## src/rtl/top_commutation.sv

```systemverilog
// Three-phase matrix-converter commutation: per output phase, a four-step
// current-safe transfer between inputs A/B/C plus a global latched short fault.
module top_commutation (
    input  logic        clk,
    input  logic        rst,
    input  logic        start,
    input  logic [2:0]  shorts,
    input  logic [2:0]  CurrentSign,
    input  logic [5:0]  DesiredLoad,
    output logic [17:0] Sout,
    output logic        short
);

    typedef enum logic [1:0] {
        STEADY = 2'd0,
        S1     = 2'd1,
        S2     = 2'd2,
        S3     = 2'd3
    } step_t;

    localparam logic [1:0] NUL = 2'b00;

    // Gate pattern for one input of a 6-bit group: {fwd,rev} placed in the input's slot.
    function automatic logic [5:0] sw(input logic [1:0] conn, input logic f, input logic r);
        logic [5:0] g;
        g = 6'b000000;
        case (conn)
            2'b01:   g = {f, r, 4'b0000};
            2'b10:   g = {2'b00, f, r, 2'b00};
            2'b11:   g = {4'b0000, f, r};
            default: g = 6'b000000;
        endcase
        return g;
    endfunction

    logic fault;
    assign fault = short | (|shorts);

    // Fault latch: any short sets it and only reset clears it.
    always_ff @(posedge clk or posedge rst) begin
        if (rst) begin
            short <= 1'b0;
        end else if (|shorts) begin
            short <= 1'b1;
        end else begin
            short <= short;
        end
    end

    for (genvar i = 0; i < 3; i++) begin : g_phase
        step_t      step;
        logic [1:0] cur;
        logic [1:0] tgt;
        logic       sgn;
        logic [5:0] grp;
        logic [1:0] des;
        logic       cs;

        assign des = DesiredLoad[2*i+1 -: 2];
        assign cs  = CurrentSign[i];

        // Per-phase commutation sequencer; the gate group is produced directly by this register.
        always_ff @(posedge clk or posedge rst) begin
            if (rst) begin
                step <= STEADY;
                cur  <= NUL;
                tgt  <= NUL;
                sgn  <= 1'b0;
                grp  <= 6'b000000;
            end else if (fault || !start) begin
                step <= STEADY;
                cur  <= NUL;
                tgt  <= NUL;
                sgn  <= 1'b0;
                grp  <= 6'b000000;
            end else begin
                case (step)
                    STEADY: begin
                        if (des != cur) begin
                            tgt  <= des;
                            sgn  <= cs;
                            step <= S1;
                            // Leaving NUL turns on the new conducting switch, otherwise drop the old non-conducting one.
                            grp  <= (cur == NUL) ? sw(des, cs, ~cs) : sw(cur, cs, ~cs);
                        end else begin
                            grp  <= sw(cur, 1'b1, 1'b1);
                        end
                    end
                    S1: begin
                        if ((cur == NUL) || (tgt == NUL)) begin
                            cur  <= tgt;
                            step <= STEADY;
                            grp  <= sw(tgt, 1'b1, 1'b1);
                        end else begin
                            step <= S2;
                            grp  <= sw(cur, sgn, ~sgn) | sw(tgt, sgn, ~sgn);
                        end
                    end
                    S2: begin
                        step <= S3;
                        grp  <= sw(tgt, sgn, ~sgn);
                    end
                    S3: begin
                        cur  <= tgt;
                        step <= STEADY;
                        grp  <= sw(tgt, 1'b1, 1'b1);
                    end
                    default: begin
                        step <= STEADY;
                        cur  <= NUL;
                        tgt  <= NUL;
                        sgn  <= 1'b0;
                        grp  <= 6'b000000;
                    end
                endcase
            end
        end

        assign Sout[6*i+5 -: 6] = grp;
    end

endmodule

```

## config.mk

```make
export PLATFORM = sky130hd
export DESIGN_NAME = top_commutation
export DESIGN_NICKNAME = d
export VERILOG_FILES = /design/src/rtl/top_commutation.sv
export SDC_FILE = /design/constraint.sdc
export NUM_CORES = 1
export LEC_CHECK = 0
export ABC_AREA = 1
export CORE_MARGIN = 2
export CORE_UTILIZATION = 51
export CTS_BUF_LIST = sky130_fd_sc_hd__clkbuf_16
export DETAILED_ROUTE_END_ITERATION = 6
export PLACE_DENSITY = 0.79
export SYNTH_ARGS = -nofsm -noshare
export SYNTH_HDL_FRONTEND = slang
export SYNTH_SLANG_ARGS = --single-unit
```

## constraint.sdc

```tcl
create_clock -name clk -period 1.15 [get_ports clk]
set_input_delay 0.115 -clock clk [delete_from_list [all_inputs] [get_ports clk]]
set_output_delay 0.115 -clock clk [all_outputs]
set_load 0.005 [all_outputs]
```

==> results.cfg <==
[clock_tree]
cts.clk_slew.worst_paths_ns = 0.06
cts_inserted_buffers = 5
hold_buffers = 0
clk_latency_ns = 0.29
cts.sinks = 40
cts_tree = yes
clk_path_buf_depth = 2
htree_levels = 2
cts_root_buf = clkbuf_16

[sta]
fin_crit_ns = 1.34
setup_ws_ns = -0.188
rsz0062_at_grt = true
finalSetupViolCount = 38
finalHoldViolations = 0
skew_ns = 0.00631
finalMaxSlewViolations = 0
maxSlewHeadroom_pct = 80.1
fin_crit_sh_pct = 116
worst_slew_pin_slew_ns = 0.298
hold_slack_ns = 0.176
timing.fmax_mhz = 747

[synth]
postSynthAreaPerCell_um2 = 6.27
syn_nets = 492
async_flop_share_pct = 100
yosys_warnings = 0
syn_area_um2 = 2990
syn-instance-count = 477
synth-seq-area-share_pct = 33.5
synth-edff-count = 0
yosys.area.top_type = dfrtp_1
ys_top_cells_by_area = dfrtp_1 33%, nand2_1 20%, nor2_1 11%
ys_ff_latch = 40
synthDistinctLibCells = 29
ys.flop_type = dfrtp_1
yosysTopAreaCellShare_pct = 33.5

[placement]
placed_cells = 632
dp.final_hpwl_mm = 6.02
gp_congestion = 0.941
portBuffers = 33

[finish]
fin_cells = 655
diodes = 0
final_util_pct = 82.3
area_growth_pct = 53.4
final_nets = 597
fillers = 332
layout-drive-gt1-share_pct = 38.4

[run_status]
violations = negative setup slack
status = complete, but fails checks

[routing]
drt_iter0_drc = 263
dr.pass1.iters = 5
wl_per_cell_um = 15.6
vias = 3701
routed_wirelength_mm = 10.2
via_per_inst = 5.65
drc = 0
ant_nets = 0

[floorplan]
die_area_um2 = 6490
core_area_um2 = 5570
io_pins = 34
die_h_um = 80.6
die_w_um = 80.6
start_util_pct = 53.6
fp-row-count = 27

[power]
total_power_mw = 3.23
peakVddDrop_uv = 847
powerDensity_nw_per_um2 = 705
p_leak_nw = 2.19

[worst_setup_path]
cp.arrival_ns = 1.56
end_kind = flip-flop
cp.required_ns = 1.37
critical_path_class = reg2reg
slowest_delay_ns = 0.46
cp_max_fo = 4
critical-path-slowest-cell = dfrtp_2
critPathLaunchType = flip-flop
path_cells = buf_4, nor2_2, nand2_1, nand3_1, nand2_1, nand2_1, nand2_1, nor2_1
critPathMostFrequentCell = nand2_1

[global_route]
gr-usage-all-layers_pct = 28.5
grt_pass1_wl_mm = 14.4
grt_max_degree = 41
grt_pass1_vias = 3194
antenna_found_initial = 0
grt.overflow.total = 0

[job]
cap_violations = 0

[worst_hold_path]
hold_class = in2async
==> power breakdown <==
group	internal (mW)	switching, mW
clock network	0.800	0.597
registers	1.41	0.00699
logic	0.179	0.238
total	2.39	0.843
==> cell type report <==
| type | instances | area [um^2] | area share [%] |
|---|---|---|---|
| Inverter | 51 | 206 | 4.50 |
| Clock buffer | 5 | 125 | 2.73 |
| Clock inverter | 3 | 18.8 | 0.409 |
| Tap cell | 72 | 90.1 | 1.96 |
| Sequential cell | 40 | 1020 | 22.2 |
| Timing Repair Buffer | 105 | 918 | 20.0 |
| Multi-Input combinational cell | 379 | 2210 | 48.2 |
==> placed cells by master (no fill, tap or decap), drive strengths merged <==
cell type,netlist,final
a21oi,23,23
a31oi,1,1
buf,8,72
clkbuf,0,5
clkdlybuf4s15,0,1
clkdlybuf4s50,0,13
clkinv,1,4
dfrtp,40,40
dlygate4sd2,0,18
dlymetal6s2s,0,1
inv,50,50
nand2,170,171
nand3,46,46
nand3b,4,4
nand4,4,4
nor2,93,93
nor3,1,1
o211ai,2,2
o21ai,28,28
o21bai,1,1
or2,1,1
xnor2,4,4
==> Yosys cell counts (3+ instances only) <==
| cell type | instances |
|---|---|
| nand3b_1 | 4 |
| nand2_1 | 157 |
| nand4_1 | 3 |
| nor2_4 | 6 |
| o21ai_1 | 13 |
| a21oi_1 | 22 |
| nand3_1 | 45 |
| xnor2_1 | 3 |
| buf_2 | 3 |
| inv_1 | 43 |
| dfrtp_1 | 40 |
| nand2_4 | 3 |
| nor2_1 | 84 |
| o21ai_0 | 15 |
| nand2_2 | 10 |
| inv_2 | 7 |
| nor2_2 | 3 |
| buf_6 | 3 |
==> kinds of logic after synthesis <==
kind of cell | synth area share, %
flip-flops | 33.5
AND/OR/NAND/NOR | 46.9
buffers and inverters | 8.54
XOR/XNOR | 1.42
AO/OA/AOI/OAI | 9.62
==> per-stage QoR <==
stage	setup WS, ns	TNS (ns)	cell area [um^2]
after detailed placement	-0.371	-9.63	3860
final	-0.188	-4.21	4590
after CTS	-0.120	-3.07	4240
after floorplan	-0.0181	-0.0248	3030
after global placement	-0.318	-8.40	3860
after global routing	-0.328	-6.88	4590
==> registers in the layout, indices dropped and copies added (netlist names) <==
name and count:
g_phase.grp 18, g_phase.cur 6, g_phase.step 6, g_phase.tgt 6, g_phase.sgn 3, short 1
==> per-layer routing <==
layer  global-route usage [%]  up-vias  routed length, um
li1                         -     1731                  -
met1                     36.3     1718               4070
met2                     49.9      203               5070
met3                     4.27       49                655
met4                     7.80        0                422
met5                        0        -                  0
==> repair_timing <==
| action | CTS | global route |
|---|---|---|
| gates resized for setup | 95 | 88 |
| buffers inserted | 7 | 7 |
| cloned | 1 | 0 |
| setup endpoints to repair | 57 | 38 |
| pin swaps | 31 | 26 |
==> critical path: cells and delay by family, from the launching register on <==
family,cells,cell delay [ns]
flip-flops,1,0.46
AND/OR/NAND/NOR,7,0.64
buffers and inverters,1,0.17
==> worst paths after layout <==
kind	start	endpoint	slack [ns]	cells after the start
setup / recovery	g_phase[1].cur[1]	g_phase[1].grp[4]	-0.19	8
hold / removal	rst	g_phase[2].grp[1]	0.18	3
setup reg to reg	g_phase[1].cur[1]	g_phase[1].grp[4]	-0.19	8
hold reg to reg	short	short	0.53	2
max in group asynchronous	rst	g_phase[1].tgt[1]	0.75	3
min in group clk	DesiredLoad[0]	g_phase[0].tgt[0]	0.36	4
(Power assumes the default switching activity.)
